==> config.mk <==
export PLATFORM = sky130hd
export DESIGN_NAME = stereo_matrix_serial_gain
export DESIGN_NICKNAME = d
export VERILOG_FILES = /design/src/rtl/stereo_matrix_serial_gain_pkg.sv /design/src/rtl/serial_mult_core.sv /design/src/rtl/stereo_matrix_serial_gain.sv
export SDC_FILE = /design/constraint.sdc
export NUM_CORES = 1
export LEC_CHECK = 0
export CAP_MARGIN = 25
export CORE_MARGIN = 3
export CORE_UTILIZATION = 36
export CTS_BUF_LIST = sky130_fd_sc_hd__clkbuf_4
export CTS_CLUSTER_DIAMETER = 60
export CTS_CLUSTER_SIZE = 8
export DETAILED_ROUTE_END_ITERATION = 10
export SYNTH_ARGS = -nofsm -noshare
export SYNTH_HDL_FRONTEND = slang
export SYNTH_SLANG_ARGS = --single-unit
==> constraint.sdc <==
create_clock -name clock -period 3 [get_ports clock]
set_clock_uncertainty 0.1 [all_clocks]
set_input_delay 0.45 -clock clock [delete_from_list [all_inputs] [get_ports clock]]
set_output_delay 0.45 -clock clock [all_outputs]
set_load 0.02 [all_outputs]
==> src/rtl/stereo_matrix_serial_gain_pkg.sv <==
// Shared constants and helpers for the stereo sum/difference gain stage.
// Holds state encodings, product width and output saturation limits.
package stereo_matrix_serial_gain_pkg;

    localparam logic [1:0] ST_IDLE  = 2'd0;
    localparam logic [1:0] ST_MUL_S = 2'd1;
    localparam logic [1:0] ST_MUL_D = 2'd2;
    localparam logic [1:0] ST_DONE  = 2'd3;

    function automatic int pw(input int dw, input int kw);
        return dw + kw;
    endfunction

    function automatic longint sat_max(input int ow);
        return (longint'(1) <<< (ow - 1)) - longint'(1);
    endfunction

    function automatic longint sat_min(input int ow);
        return -(longint'(1) <<< (ow - 1));
    endfunction

endpackage

==> src/rtl/serial_mult_core.sv <==
// LSB-first shift-add multiplier: signed multiplicand times unsigned multiplier.
// The load cycle already performs the first iteration, so a product needs KW edges.
module serial_mult_core
    import stereo_matrix_serial_gain_pkg::*;
#(
    parameter int DW = 18,
    parameter int KW = 4
) (
    input  logic                    clk_i,
    input  logic                    rst_i,
    input  logic                    load_i,
    input  logic signed [DW-1:0]    multiplicand_i,
    input  logic [KW-1:0]           multiplier_i,
    output logic                    done_o,
    output logic signed [DW+KW-1:0] product_o
);

    localparam int PW = pw(DW, KW);
    localparam int CW = $clog2(KW + 1);

    logic signed [PW-1:0] acc_q, acc_d;
    logic signed [PW-1:0] mcand_q, mcand_d;
    logic signed [PW-1:0] mcand_ext;
    logic [KW-1:0]        mplier_q, mplier_d;
    logic [CW-1:0]        cnt_q, cnt_d;
    logic                 run_q, run_d;
    logic                 done_q, done_d;

    assign mcand_ext = PW'(multiplicand_i);

    always_comb begin
        acc_d    = acc_q;
        mcand_d  = mcand_q;
        mplier_d = mplier_q;
        cnt_d    = cnt_q;
        run_d    = run_q;
        done_d   = done_q;
        if (load_i) begin
            acc_d    = multiplier_i[0] ? mcand_ext : '0;
            mcand_d  = mcand_ext <<< 1;
            mplier_d = multiplier_i >> 1;
            cnt_d    = CW'(1);
            run_d    = (KW > 1);
            done_d   = (KW == 1);
        end else if (run_q) begin
            acc_d    = acc_q + (mplier_q[0] ? mcand_q : '0);
            mcand_d  = mcand_q <<< 1;
            mplier_d = mplier_q >> 1;
            cnt_d    = cnt_q + CW'(1);
            if (cnt_q == CW'(KW - 1)) begin
                run_d  = 1'b0;
                done_d = 1'b1;
            end
        end
    end

    always_ff @(posedge clk_i) begin
        if (rst_i) begin
            acc_q    <= '0;
            mcand_q  <= '0;
            mplier_q <= '0;
            cnt_q    <= '0;
            run_q    <= 1'b0;
            done_q   <= 1'b0;
        end else begin
            acc_q    <= acc_d;
            mcand_q  <= mcand_d;
            mplier_q <= mplier_d;
            cnt_q    <= cnt_d;
            run_q    <= run_d;
            done_q   <= done_d;
        end
    end

    assign done_o    = done_q;
    assign product_o = acc_q;

endmodule

==> src/rtl/stereo_matrix_serial_gain.sv <==
// Stereo (L+R)/2 and (L-R)/2 with per-channel gain on one shared serial
// multiplier, fractional shift and saturation; adds mono and overrun flags.
module stereo_matrix_serial_gain
    import stereo_matrix_serial_gain_pkg::*;
#(
    parameter int DW   = 18,
    parameter int KW   = 4,
    parameter int FRAC = 3,
    parameter int OW   = 18
) (
    input  logic                 clock,
    input  logic                 reset,
    input  logic                 clken_48,
    input  logic signed [DW-1:0] left,
    input  logic signed [DW-1:0] right,
    input  logic [KW-1:0]        ks,
    input  logic [KW-1:0]        kd,
    input  logic                 mono,
    output logic signed [OW-1:0] lpr_out,
    output logic signed [OW-1:0] lmr_out,
    output logic                 valid_out,
    output logic                 busy,
    output logic                 overrun,
    output logic [1:0]           sat
);

    localparam int PW = pw(DW, KW);
    localparam logic signed [PW-1:0] SMAX = PW'(sat_max(OW));
    localparam logic signed [PW-1:0] SMIN = PW'(sat_min(OW));

    logic [1:0]           state_q, state_d;
    logic signed [DW-1:0] diff_q, diff_d;
    logic [KW-1:0]        kd_q, kd_d;
    logic                 mono_q, mono_d;
    logic signed [PW-1:0] prod_s_q, prod_s_d;
    logic signed [OW-1:0] lpr_q, lpr_d, lmr_q, lmr_d;
    logic [1:0]           sat_q, sat_d;
    logic                 valid_q, valid_d;
    logic                 ovr_q, ovr_d;

    logic signed [DW:0]   sum_w, diff_w;
    logic signed [DW-1:0] sum_c, diff_c;
    logic                 mul_load, mul_done;
    logic signed [DW-1:0] mul_a;
    logic [KW-1:0]        mul_b;
    logic signed [PW-1:0] mul_p;
    logic signed [PW-1:0] shs, shd;
    logic signed [OW-1:0] lpr_c, lmr_c;
    logic                 sat_s, sat_m;

    // Widen by one bit so the halving never overflows.
    assign sum_w  = {left[DW-1], left} + {right[DW-1], right};
    assign diff_w = {left[DW-1], left} - {right[DW-1], right};
    assign sum_c  = DW'(sum_w >>> 1);
    assign diff_c = DW'(diff_w >>> 1);

    assign mul_load = (state_q == ST_IDLE && clken_48)
                   || (state_q == ST_MUL_S && mul_done);
    assign mul_a = (state_q == ST_IDLE) ? sum_c : diff_q;
    assign mul_b = (state_q == ST_IDLE) ? ks : kd_q;

    serial_mult_core #(
        .DW(DW),
        .KW(KW)
    ) u_mult (
        .clk_i          (clock),
        .rst_i          (reset),
        .load_i         (mul_load),
        .multiplicand_i (mul_a),
        .multiplier_i   (mul_b),
        .done_o         (mul_done),
        .product_o      (mul_p)
    );

    assign shs = prod_s_q >>> FRAC;
    assign shd = mul_p >>> FRAC;

    always_comb begin
        sat_s = 1'b0;
        lpr_c = shs[OW-1:0];
        if (shs > SMAX) begin
            sat_s = 1'b1;
            lpr_c = SMAX[OW-1:0];
        end else if (shs < SMIN) begin
            sat_s = 1'b1;
            lpr_c = SMIN[OW-1:0];
        end
        sat_m = 1'b0;
        lmr_c = shd[OW-1:0];
        if (shd > SMAX) begin
            sat_m = 1'b1;
            lmr_c = SMAX[OW-1:0];
        end else if (shd < SMIN) begin
            sat_m = 1'b1;
            lmr_c = SMIN[OW-1:0];
        end
    end

    always_comb begin
        state_d  = state_q;
        diff_d   = diff_q;
        kd_d     = kd_q;
        mono_d   = mono_q;
        prod_s_d = prod_s_q;
        lpr_d    = lpr_q;
        lmr_d    = lmr_q;
        sat_d    = sat_q;
        valid_d  = 1'b0;
        ovr_d    = clken_48 && (state_q != ST_IDLE);
        unique case (state_q)
            ST_IDLE: begin
                if (clken_48) begin
                    state_d = ST_MUL_S;
                    diff_d  = diff_c;
                    kd_d    = kd;
                    mono_d  = mono;
                end
            end
            ST_MUL_S: begin
                if (mul_done) begin
                    state_d  = ST_MUL_D;
                    prod_s_d = mul_p;
                end
            end
            ST_MUL_D: begin
                if (mul_done) state_d = ST_DONE;
            end
            default: begin
                state_d = ST_IDLE;
                valid_d = 1'b1;
                lpr_d   = lpr_c;
                lmr_d   = mono_q ? '0 : lmr_c;
                sat_d   = {sat_s, sat_m && !mono_q};
            end
        endcase
    end

    always_ff @(posedge clock) begin
        if (reset) begin
            state_q  <= ST_IDLE;
            diff_q   <= '0;
            kd_q     <= '0;
            mono_q   <= 1'b0;
            prod_s_q <= '0;
            lpr_q    <= '0;
            lmr_q    <= '0;
            sat_q    <= '0;
            valid_q  <= 1'b0;
            ovr_q    <= 1'b0;
        end else begin
            state_q  <= state_d;
            diff_q   <= diff_d;
            kd_q     <= kd_d;
            mono_q   <= mono_d;
            prod_s_q <= prod_s_d;
            lpr_q    <= lpr_d;
            lmr_q    <= lmr_d;
            sat_q    <= sat_d;
            valid_q  <= valid_d;
            ovr_q    <= ovr_d;
        end
    end

    assign lpr_out   = lpr_q;
    assign lmr_out   = lmr_q;
    assign sat       = sat_q;
    assign valid_out = valid_q;
    assign overrun   = ovr_q;
    assign busy      = (state_q != ST_IDLE);

endmodule

==> key figures, run 1 <==
Pwr
  – LEAKAGE: around 4.2 nW
  – Sequential fraction of design power: 36.3%
  – Sw frac: a little under two fifths
  – Internal power: approximately 0.0041 W
  – Peak VDD IR: 0.2707 mV
  – Clk pwr share: about a fifth
  – Power Dens Cells: just over 600 nW/µm²
  – Combinational Power Share: approximately 43%
  – Net switching power: 0.002530 W

Die
  – Die area: 25540 µm²
  – DIE WIDTH: ~160 µm
  – Num rows: 55
  – Die Height: 159.8 µm
  – Initial Utilization: 37.16%
  – I/O Pins: between 80 and 90
  – Core area: roughly 23000 µm²

Timing
  – Relative slew slack: 42.41%
  – Final hold slack: ~0.35 ns
  – Setup-failing EPs final: 0
  – Final Hold Fails: 0
  – Final period util: between 90% and 100%
  – Min cycle time layout: 2.916 ns
  – Max Slew Vio Count: 0
  – Fmax: around 340 MHz
  – Worst-Margin Slew: ~0.84 ns
  – Unrepaired setup endpoints after global routing: true
  – Final setup margin: 0.08442 ns

Synth
  – Synth warn: 0
  – Most common cell in the netlist: nand2_1
  – Seq/Total Area, Yosys: between 30% and 40%
  – Post-synthesis adder-cell area fraction: about a tenth
  – Top post-synthesis cells by area: dfxtp_1, ha_1, a21oi_1
  – Unique masters post-synth: 75
  – Post-synth EDFFs: 0
  – Synth Net Count: roughly 1200
  – XOR/XNOR Fraction of Synth Area: about 4.4%
  – Largest area contributor in the netlist: dfxtp_1
  – Syn Inst Count: 1088
  – Post-synth ARST share: 0%
  – Flops & latches, synth: 134
  – Post-Synth Simple-Gate Area: 20.00%
  – Commonest cells in the netlist: nand2_1, dfxtp_1, nor2_1, a21oi_1, ha_1
  – Synth Area in Compound Gates: about a quarter
  – Top FF cell, synth: dfxtp_1
  – Mean Syn Cell Area: just under 8 µm²
  – Largest family of logic cells by synthesized area: compound AO/OA/AOI/OAI gates
  – Mux share of post-synthesis cell area: 4.276%
  – Area share of the largest cell type after synthesis: around a third
  – Synthesized area: approximately 8500 µm²

Clocking
  – Clock sinks: 134
  – Worst-path clk slew: roughly 0.12 ns
  – CTS root buffer: clkbuf_4
  – H-Tree Level Count: 4
  – CTS buffer count: 17
  – TritonCTS clock tree: built
  – CTS Buffer Depth: 2
  – Worst skew pair latency: 0.55 ns
  – Cts hold-fix bufs: 0

GRT
  – Largest net degree at the start of global routing: 65
  – Number of global-route vias before repair: between 7000 and 8000
  – Global-route wire length before repair: between 30000 and 40000 µm
  – Initial antenna violation count: 1
  – GRT Overall Usage: between 10% and 20%
  – Gr ovfl total: 0

Critical path
  – Most used cell, CP: buf_4
  – Crit-path max FO: 17
  – Cell at the slowest stage of the critical path: dfxtp_1
  – Worst EP required: about 3.3 ns
  – Critical Path Source Type: flop
  – Bufs and invs on worst path: 3
  – Crit path kind: flop to flop
  – Arrival time worst endpoint: around 3.2 ns
  – Setup crit end kind: flop
  – CP delay by family, top: compound AO/OA/AOI/OAI gates
  – CP Cell Sequence: buf_4, and2_1, ha_1, o21ai_0, o21ai_2, nand3_1, a31oi_1, a41oi_1, buf_4, mux2i_4, buf_4, a211oi_1, nor3_1
  – Critical Path Max Stage Delay: 0.35 ns

Route
  – Drt first pass iters: 4
  – Wire per inst: between 10 and 15 µm
  – DR vias: about 7700
  – Final WL: 21770 µm
  – Initial DRC Count: around 440
  – Vias per inst: ~5
  – Remaining antenna violation count: 0
  – # DRC: 0

Final layout
  – Nets: around 1300
  – Share of cells above drive strength 1: between 10% and 20%
  – P&R area growth vs syn: 25.23%

Place
  – Hpwl dp: 16370 µm
  – Pre-CTS setup slack: -0.4256 ns
  – Placer Congestion: roughly 0.92
  – Port buffer count: slightly below 90

Run
  – # Max-Cap Violations: 0

Status
  – Status: complete, no violations

Hold path
  – Hold Path Class: primary input to flop
[power by group through the flow]
stage | clock network, W | registers (W) | logic, W
finish | 0.00137 | 0.00239 | 0.00283
global route | 0.00148 | 0.00244 | 0.00315
CTS | 0.00141 | 0.00239 | 0.00281
detailed placement | 0 | 0.00243 | 0.00280
global placement | 0 | 0.00242 | 0.00276
floorplan | 0 | 0.00237 | 0.00192
[area by class of cell]
type                       count  area, µm²
fill                        2369      12250
multi-input combinational    836       5403
sequential                   134       2684
timing repair buffer         193       1692
tap                          313      391.6
clock inverter                14      187.7
inverter                      44      168.9
clock buffer                  18      135.1
antenna                        1      2.502
[repair_timing]
action	4_1_cts	5_1_grt
setup endpoints to repair	1	6
resized for setup	3	7
pin swaps	1	5
setup buffers	0	1
[metal layers]
layer  share of wire [%]  up-vias  track usage (%)
met5                   0        -                0
met4                0.97        0            3.748
met3                 3.6       15            2.776
met2                  44      125            26.64
met1                  52     3521            24.59
li1                    -     4085                -
[flip-flops by register name, indices dropped and copies added (netlist names)]
name / count
diff_q: 18
kd_q: 4
lmr_out: 18
lpr_out: 18
mono_q: 1
overrun: 1
prod_s_q: 19
sat: 2
state_q: 2
u_mult.cnt_q: 3
u_mult.done_o: 1
u_mult.mcand_q: 21
u_mult.mplier_q: 3
u_mult.product_o: 21
u_mult.run_q: 1
valid_out: 1
[cell families after synthesis]
family,after synthesis
AO/OA/AOI/OAI,319
adder cells (fa/ha/maj),63
buffers and inverters,118
AND/OR/NAND/NOR,375
XOR/XNOR,43
flip-flops,134
multiplexers,36
[worst reg2reg max path, cell delays in order, from the launching register on]
cell      delay [ns]
dfxtp_1         0.35
buf_4           0.19
and2_1          0.18
ha_1            0.28
o21ai_0         0.14
o21ai_2         0.22
nand3_1         0.14
a31oi_1         0.30
a41oi_1         0.16
buf_4           0.17
mux2i_4         0.18
buf_4           0.15
a211oi_1        0.18
nor3_1          0.07
[final timing paths]
check / startpoint / endpoint / slack, ns / depth (start not counted)
max: u_mult.mplier_q[0] / u_mult.product_o[21] / 0.08 / 13
min: kd[0] / kd_q[0] / 0.35 / 3
max reg2reg: u_mult.mplier_q[0] / u_mult.product_o[21] / 0.08 / 13
min reg2reg: kd_q[1] / kd_q[1] / 0.36 / 2
[cells in the final DEF (no fill, tap or decap), types with 5 or more instances in the layout]
cell type,n
dfxtp_1,133
xor2_1,8
o22ai_1,7
and3_1,7
nand3_1,13
a21oi_1,114
buf_4,104
bufinv_16,5
nor2_1,122
inv_1,42
ha_1,60
nand2_1,138
nor2b_1,14
and2_1,25
o21bai_1,7
nand2b_1,7
o211ai_1,25
clkinv_1,7
a211oi_1,33
a31oi_1,10
a21o_1,10
o21ai_1,7
o21ai_0,52
clkdlybuf4s50_1,87
xnor2_1,35
mux2i_1,32
or3_1,6
nor3_1,18
clkbuf_4,18
o21a_1,7
[metrics by stage]
| stage | cell area (µm²) | instances | total power (W) | TNS [ns] | utilization, % |
|---|---|---|---|---|---|
| floorplan | 8516 | 1088 | 0.004296 | 0 | - |
| global placement | 10280 | 1519 | 0.005189 | -8.992 | 44.86 |
| detailed placement | 10280 | 1519 | 0.005229 | -10.56 | 44.86 |
| CTS | 10610 | 1551 | 0.006615 | 0 | 46.32 |
| global route | 10660 | 1553 | 0.007081 | -0.1262 | 46.54 |
| finish | 10660 | 1553 | 0.006589 | 0 | 46.54 |
Note: power is estimated with default switching activity, not from simulation.
==> run 2: changes to the inputs <==
- ABC_CLOCK_PERIOD_IN_PS: unset -> 3000
- HOLD_SLACK_MARGIN: unset -> 0.08
==> results of run 2 <==
No change in the layout: final DEF, timing and power equal those of run 1.
